### config.mk
export PLATFORM = sky130hd
export DESIGN_NAME = clk_div_multi
export DESIGN_NICKNAME = d
export VERILOG_FILES = /design/src/rtl/clk_div_pkg.sv /design/src/rtl/clk_div_chan.sv /design/src/rtl/clk_div_multi.sv
export SDC_FILE = /design/constraint.sdc
export NUM_CORES = 1
export LEC_CHECK = 0
export ABC_AREA = 0
export CELL_PAD_IN_SITES_DETAIL_PLACEMENT = 1
export CELL_PAD_IN_SITES_GLOBAL_PLACEMENT = 2
export CORE_AREA = 2 2 143 145
export DETAILED_ROUTE_END_ITERATION = 10
export DIE_AREA = 0 0 145 147
export PLACE_DENSITY = 0.9
export RECOVER_POWER = 50
export SKIP_CTS_REPAIR_TIMING = 1
export SYNTH_ARGS = -nofsm -noshare
export SYNTH_HDL_FRONTEND = slang
export SYNTH_SLANG_ARGS = --single-unit
### constraint.sdc
create_clock -name clk -period 5.6 [get_ports clk]
set_clock_uncertainty 0.2 [all_clocks]
set_input_delay 1.12 -clock clk [delete_from_list [all_inputs] [get_ports clk]]
set_output_delay 1.12 -clock clk [all_outputs]
set_load 0.005 [all_outputs]
### src/rtl/clk_div_pkg.sv
// -----------------------------------------------------------------------------
// clk_div_pkg
// Shared constants for the multi-channel clock divider.
//   CNT_W_DEF  : default width of every divisor and counter
//   DIV_100HZ  : divisor for a 100 Hz tick from the 100 MHz board clock
//   DIV_1KHZ   : divisor for a 1 kHz tick from the 100 MHz board clock
//   DIV_SIM    : short divisor that keeps simulation runs small
// -----------------------------------------------------------------------------
package clk_div_pkg;

    localparam int CNT_W_DEF = 27;
    localparam int DIV_100HZ = 1000000;
    localparam int DIV_1KHZ  = 100000;
    localparam int DIV_SIM   = 4;

endpackage

### src/rtl/clk_div_chan.sv
// -----------------------------------------------------------------------------
// clk_div_chan
// One divider channel: a programmable-ratio counter that emits a one-cycle
// tick every divisor enabled cycles and a square wave that toggles on each
// tick (period 2*divisor).
// Ports:
//   clk      in   system clock, all logic on posedge
//   reset    in   synchronous active-high reset (restores DEFAULT_DIV)
//   en       in   run enable; when low the count and slow_clk hold
//   load     in   latch div_in and restart the channel from count 0
//   div_in   in   divisor sampled only on load (0 behaves as 1)
//   tick     out  registered one-cycle pulse per divisor period
//   slow_clk out  registered square wave
// -----------------------------------------------------------------------------
module clk_div_chan
    import clk_div_pkg::*;
#(
    parameter int CNT_W       = CNT_W_DEF,
    parameter int DEFAULT_DIV = DIV_100HZ
) (
    input  logic             clk,
    input  logic             reset,
    input  logic             en,
    input  logic             load,
    input  logic [CNT_W-1:0] div_in,
    output logic             tick,
    output logic             slow_clk
);

    logic [CNT_W-1:0] div_q;
    logic [CNT_W-1:0] cnt;
    logic [CNT_W-1:0] last_cnt;

    // Terminal count is eff-1, where a zero divisor is treated as one so the
    // channel never stalls; both 0 and 1 therefore give terminal count 0.
    always_comb begin
        last_cnt = '0;
        if (div_q != '0) begin
            last_cnt = div_q - CNT_W'(1);
        end
    end

    always_ff @(posedge clk) begin
        if (reset) begin
            div_q    <= CNT_W'(DEFAULT_DIV);
            cnt      <= '0;
            tick     <= 1'b0;
            slow_clk <= 1'b0;
        end else if (load) begin
            // Load restarts regardless of en, so all channels come out aligned.
            div_q    <= div_in;
            cnt      <= '0;
            tick     <= 1'b0;
            slow_clk <= 1'b0;
        end else if (en) begin
            if (cnt == last_cnt) begin
                cnt      <= '0;
                tick     <= 1'b1;
                slow_clk <= ~slow_clk;
            end else begin
                cnt  <= cnt + CNT_W'(1);
                tick <= 1'b0;
            end
        end else begin
            tick <= 1'b0;
        end
    end

endmodule

### src/rtl/clk_div_multi.sv
// -----------------------------------------------------------------------------
// clk_div_multi
// NUM_CH independent clock-divider channels sharing one clock, reset and
// load strobe. Each channel has its own enable and divisor slice.
// Ports:
//   clk      in   system clock
//   reset    in   synchronous active-high reset
//   en       in   [NUM_CH]        per-channel run enable
//   load     in   one-cycle strobe: latch div_val into all channels, restart
//   div_val  in   [NUM_CH*CNT_W]  packed divisors, channel i at [i*CNT_W +: CNT_W]
//   tick     out  [NUM_CH]        registered one-cycle ticks
//   slow_clk out  [NUM_CH]        registered 50% duty square waves
// -----------------------------------------------------------------------------
module clk_div_multi
    import clk_div_pkg::*;
#(
    parameter int NUM_CH      = 2,
    parameter int CNT_W       = CNT_W_DEF,
    parameter int DEFAULT_DIV = DIV_100HZ
) (
    input  logic                    clk,
    input  logic                    reset,
    input  logic [NUM_CH-1:0]       en,
    input  logic                    load,
    input  logic [NUM_CH*CNT_W-1:0] div_val,
    output logic [NUM_CH-1:0]       tick,
    output logic [NUM_CH-1:0]       slow_clk
);

    for (genvar i = 0; i < NUM_CH; i++) begin : g_chan
        clk_div_chan #(
            .CNT_W       (CNT_W),
            .DEFAULT_DIV (DEFAULT_DIV)
        ) u_chan (
            .clk      (clk),
            .reset    (reset),
            .en       (en[i]),
            .load     (load),
            .div_in   (div_val[i*CNT_W +: CNT_W]),
            .tick     (tick[i]),
            .slow_clk (slow_clk[i])
        );
    end

endmodule
After elaboration in Yosys (flattened, before gate mapping)
Index checks and enable logic that the tools add are counted.
W data, S select, Z words.
- register bits: 112
- input bits: 59
- output and inout bits: 4
- word-level logic and storage cells: 31
- add/subtract/negate cells: 4
- equality and inequality tests: 2
- mux-type cells: 6
- bitwise logic cells: 4
- reductions and logical operators: 7
- operator list (operator ; number):
    $mux W27 ; 4
    $add A27 B1 Y27 const B ; 2
    $eq A27 B27 Y1 ; 2
    $reduce_bool A27 Y1 ; 2
    $sub A27 B1 Y27 const B ; 2
    $reduce_or A3 Y1 ; 2
    $not A1 Y1 ; 4
    $reduce_and A2 Y1 ; 2
    $mux W1 ; 2
    $reduce_or A2 Y1 ; 1

Depth between registers and ports, before layout
- word-level depth: 4
- mapped depth: 15
- depth with buffers taken out: 11

By module
A second synthesis with hierarchy kept.
- cells, all modules: 883
- area total of the unflattened synthesis: 7230.7 µm²
- modules (own cells, without submodules) (module ; times used ; cells each ; area each (µm²) ; sequential area each (µm²)):
    clk_div_chan (g_chan[0].u_chan) ; 1 ; 452 ; 3724.8 ; 1121.1
    clk_div_chan (g_chan[1].u_chan) ; 1 ; 431 ; 3505.9 ; 1121.1

Least setup slack after synthesis
Ideal clock, no wire load.
- path type: reg2reg
- start point: register g_chan[0].u_chan.div_q[12]
- end point: register g_chan[0].u_chan.cnt[12]
- library setup time: 0.115 ns
- arrival: 3.404 ns
- data required time: 5.285 ns
- setup slack: 1.881 ns
- stages on the path, launching flop included: 12
- cell sequence: dfxtp_1 -> clkbuf_1 -> nor4_1 -> nand3_1 -> or4_1 -> mux2i_1 -> a2111oi_0 -> o2111a_1 -> or4b_1 -> o21ai_2 -> buf_4 -> nor2_1
- cells in the longest elaborated chain, start to end: 4
- elaborated cells on any way between the ends: 5
- those cells by class: add/sub: 1; eq/ne: 1; mux: 2; reduce/logical: 1
- RTL lines (element ; line ; text):
    start: declaration ; clk_div_chan.sv:30 ; logic [CNT_W-1:0] div_q;
    start signal: assignment ; clk_div_chan.sv:45 ; div_q <= CNT_W'(DEFAULT_DIV);
    start signal: assignment ; clk_div_chan.sv:51 ; div_q <= div_in;
    $sub A27 B1 Y27 / $reduce_bool A27 Y1 (equally long branches) ; clk_div_chan.sv:39, clk_div_chan.sv:38 ;
    $mux W27 * ; clk_div_chan.sv:38 ; if (div_q != '0) begin
    $eq A27 B27 Y1 * ; clk_div_chan.sv:56 ; if (cnt == last_cnt) begin
    $mux W27 * ; clk_div_chan.sv:56 ;
    end signal: assignment ; clk_div_chan.sv:61 ; cnt <= cnt + CNT_W'(1);
    end: declaration ; clk_div_chan.sv:31 ; logic [CNT_W-1:0] cnt;
Mark *: on every way between the ends. The rest lies on a longest branch, timed or not.
A chain may end at the register's enable or synchronous reset.

Worst setup path after layout
- start point: register g_chan[1].u_chan.div_q[0]
- end point: register g_chan[1].u_chan.cnt[0]
- cells in the longest elaborated chain, start to end: 4
- elaborated cells on any way between the ends: 5
- those cells by class: add/sub: 1; eq/ne: 1; mux: 2; reduce/logical: 1
- RTL lines (element ; line):
    start: declaration ; clk_div_chan.sv:30
    start signal: assignment ; clk_div_chan.sv:45
    start signal: assignment ; clk_div_chan.sv:51
    $sub A27 B1 Y27 / $reduce_bool A27 Y1 (equally long branches) ; clk_div_chan.sv:39, clk_div_chan.sv:38
    $mux W27 * ; clk_div_chan.sv:38
    $eq A27 B27 Y1 * ; clk_div_chan.sv:56
    $mux W27 * ; clk_div_chan.sv:56
    end signal: assignment ; clk_div_chan.sv:61
    end: declaration ; clk_div_chan.sv:31
Marks and branches as above.

==> flow_summary.ini <==
[yosys]
synth_enable_flop_cells = 0
yosys.area.top_type_share = 0.305
synthTopCellsByCount = 143 x nor2_1, 112 x dfxtp_1, 63 x nand2_1
synth_top_area_cell = dfxtp_1
synthCells = 893
syn_avg_cell_area_um2 = 8.23
synthArstFlopShare = 0
syn_nets = 956
yosysMostFrequentCell = nor2_1
synth.distinct_cells = 86
synthTopCellsByArea = dfxtp_1 30%, mux2i_1 7.9%, nor2_1 7.3%, xor2_1 6.6%, xnor2_1 5.8%
yosysSeqAreaShare = 0.305
synth_area_um2 = 7350
yosys_warnings = 0
synth-seq-cells = 112
synth_ff_type = dfxtp_1

[final_layout]
instances_no_fill = 1186
nets = 975
diodes = 0
drive_gt1_frac = 0.0622
area_growth_pct = 12.3
fin_util = 0.416

[drt]
firstDrtPassIters = 4
final_antenna_net_count = 0
viasPerCell = 5.50
postRouteWirelength_um = 22200
first_iter_violations = 312
wl_per_cell_um = 18.7
num_vias = 6520
drcViolationCount = 0

[worst_setup_path]
r2r_slack_ns = 1.11
path_class = reg -> reg
crit_fanout = 26
r2r_end = g_chan[1].u_chan.cnt[0]
crit_path_end_kind = flop
ff2ff_path_depth = 14
crit_start = g_chan[1].u_chan.div_q[0]
cp.arrival_ns = 4.53
cp-start-kind = flop
crit_required_ns = 5.63
r2r_start = g_chan[1].u_chan.div_q[0]

[clocking]
clk_pin_slew_ns = 0.07
cts_tree = built
cts_buffer_depth = 2
numCtsBuffers = 9
htreeDepth = 3
clkLatencyLatePin_ns = 0.36
cts_root_buf = clkbuf_16
cts_num_sinks = 112

[die]
row_count = 52
coreArea_um2 = 19800
io_pins = 63
die_w_um = 145
die_y_um = 147
initial_utilization = 0.371
die_area_um2 = 21300

[grt]
first_global_vias = 6637
grt_pass1_wl_um = 36200
antenna_found_initial = 0
grt_max_degree = 63
gr-usage-all-layers = 0.211
grt_overflow = 0

[timing]
min_period_over_period = 0.802
fmax_mhz = 223
hold_viol = 0
worst-slew-pin-transition_ns = 1.99
fin_crit_ns = 4.49
hold_slack_ns = 0.273
fin_tns_setup_ns = 0
drv_slew = 63
rsz0062_at_grt = no
setup_viol = 0
maxSlewHeadroom = -0.325

[placed_design]
dp.final_hpwl_um = 17000
portBuffers = 62
gp_congestion = 0.905
post-place-cells = 1171

[min_path]
min_to = g_chan[0].u_chan.slow_clk
hold_path.class = reg -> reg
worstHoldStart = g_chan[0].u_chan.slow_clk
min_path_cells = 2

[power_and_ir_drop]
power_frac_seq = 0.492
p_leak_nw = 2.87
switching_share = 0.278
p_switching_mw = 0.494
pwr-share-clk = 0.357
total_power_mw = 1.77
p_comb_frac = 0.151
vdd_ir_drop_max_mv = 0.145
powerDensity_nw_per_um2 = 215
intPower_mw = 1.28

[run_status]
status = finished with violations
violations = max-capacitance violations, max-slew violations

[flow_run]
drv_cap = 1
flip-flops by register name (all words and copies together), names as in the netlist:
register                cells
g_chan.u_chan.cnt          54
g_chan.u_chan.div_q        54
g_chan.u_chan.slow_clk      2
g_chan.u_chan.tick          2
routing by layer:
| metal | up-vias | part of all wire | track usage |
|---|---|---|---|
| met5 | - | 0 | 0 |
| met4 | 0 | 0.021 | 0.0599 |
| met3 | 27 | 0.030 | 0.0351 |
| met2 | 89 | 0.50 | 0.378 |
| met1 | 3200 | 0.44 | 0.261 |
| li1 | 3204 | - | - |
worst max path at each step:
stage,endpoint,slack (ns),cells past startpoint
2_1_floorplan,g_chan[0].u_chan.cnt[12],1.88,11
3_3_place_gp,g_chan[0].u_chan.cnt[16],1.26,10
3_5_place_dp,g_chan[1].u_chan.cnt[18],1.13,14
4_1_cts,g_chan[1].u_chan.cnt[0],1.14,14
5_1_grt,g_chan[1].u_chan.cnt[0],0.64,14
6_report,g_chan[1].u_chan.cnt[0],1.11,14
worst max-delay path, stage by stage (launching register included):
cell and delay, ns:
dfxtp_1 0.42, inv_1 0.10, ha_1 0.31, nor3b_2 0.57, nand3_1 0.14, buf_4 0.22, nor4_1 0.51, buf_4 0.28
a21oi_1 0.05, o22a_2 0.21, a2111oi_0 0.51, nand4_1 0.27, nand2_1 0.15, buf_4 0.30, nor2_1 0.11
cell families after synthesis:
logic type,Yosys count,share of synthesized area
flops,112,0.305
buf+inv,83,0.0633
simple gates,413,0.288
mux,61,0.0835
fa+ha+maj,4,0.00681
compound gates,113,0.120
xor+xnor,107,0.133
placed cells by master (no fill, tap or decap), types with 8 or more instances in the layout:
cell	synthesis	final
nor2_1	143	143
dfxtp_1	112	112
nand2_1	63	63
mux2i_1	58	58
clkdlybuf4s50_1	0	56
xor2_1	55	55
xnor2_1	49	49
nand3_1	33	33
nor3_1	26	26
nor4_1	24	24
inv_1	21	21
nand4_1	21	21
or4_1	15	15
and3_1	15	15
o21ai_0	15	15
or3_1	12	12
nor2b_1	11	11
o31ai_1	9	9
a21oi_1	9	9
clkbuf_16	0	9
o211ai_1	8	8
buf_4	8	8
through the flow:
| step | cell area [um^2] | worst slack (ns) |
|---|---|---|
| 6_report | 8260 | 1.11 |
| 5_1_grt | 8260 | 0.644 |
| 4_1_cts | 8260 | 1.14 |
| 3_5_place_dp | 7980 | 1.13 |
| 3_3_place_gp | 7980 | 1.26 |
| 2_1_floorplan | 7350 | 1.88 |
final cells by class:
cell class,instances,area [um^2]
clock buffer,11,253
multi-input combinational,698,4650
sequential,112,2240
clock inverter,4,30.0
fill,2397,11600
tap,270,338
timing repair buffer,70,671
inverter,21,78.8
power groups by stage:
stage / Combinational [mW] / Sequential (mW) / Clock (mW)
after CTS: 0.267 / 0.872 / 0.653
final: 0.267 / 0.872 / 0.633
after detailed placement: 0.265 / 0.890 / 0
after global routing: 0.293 / 0.877 / 0.690
after global placement: 0.262 / 0.889 / 0
after floorplan: 0.204 / 0.860 / 0
(Power assumes the default switching activity.)
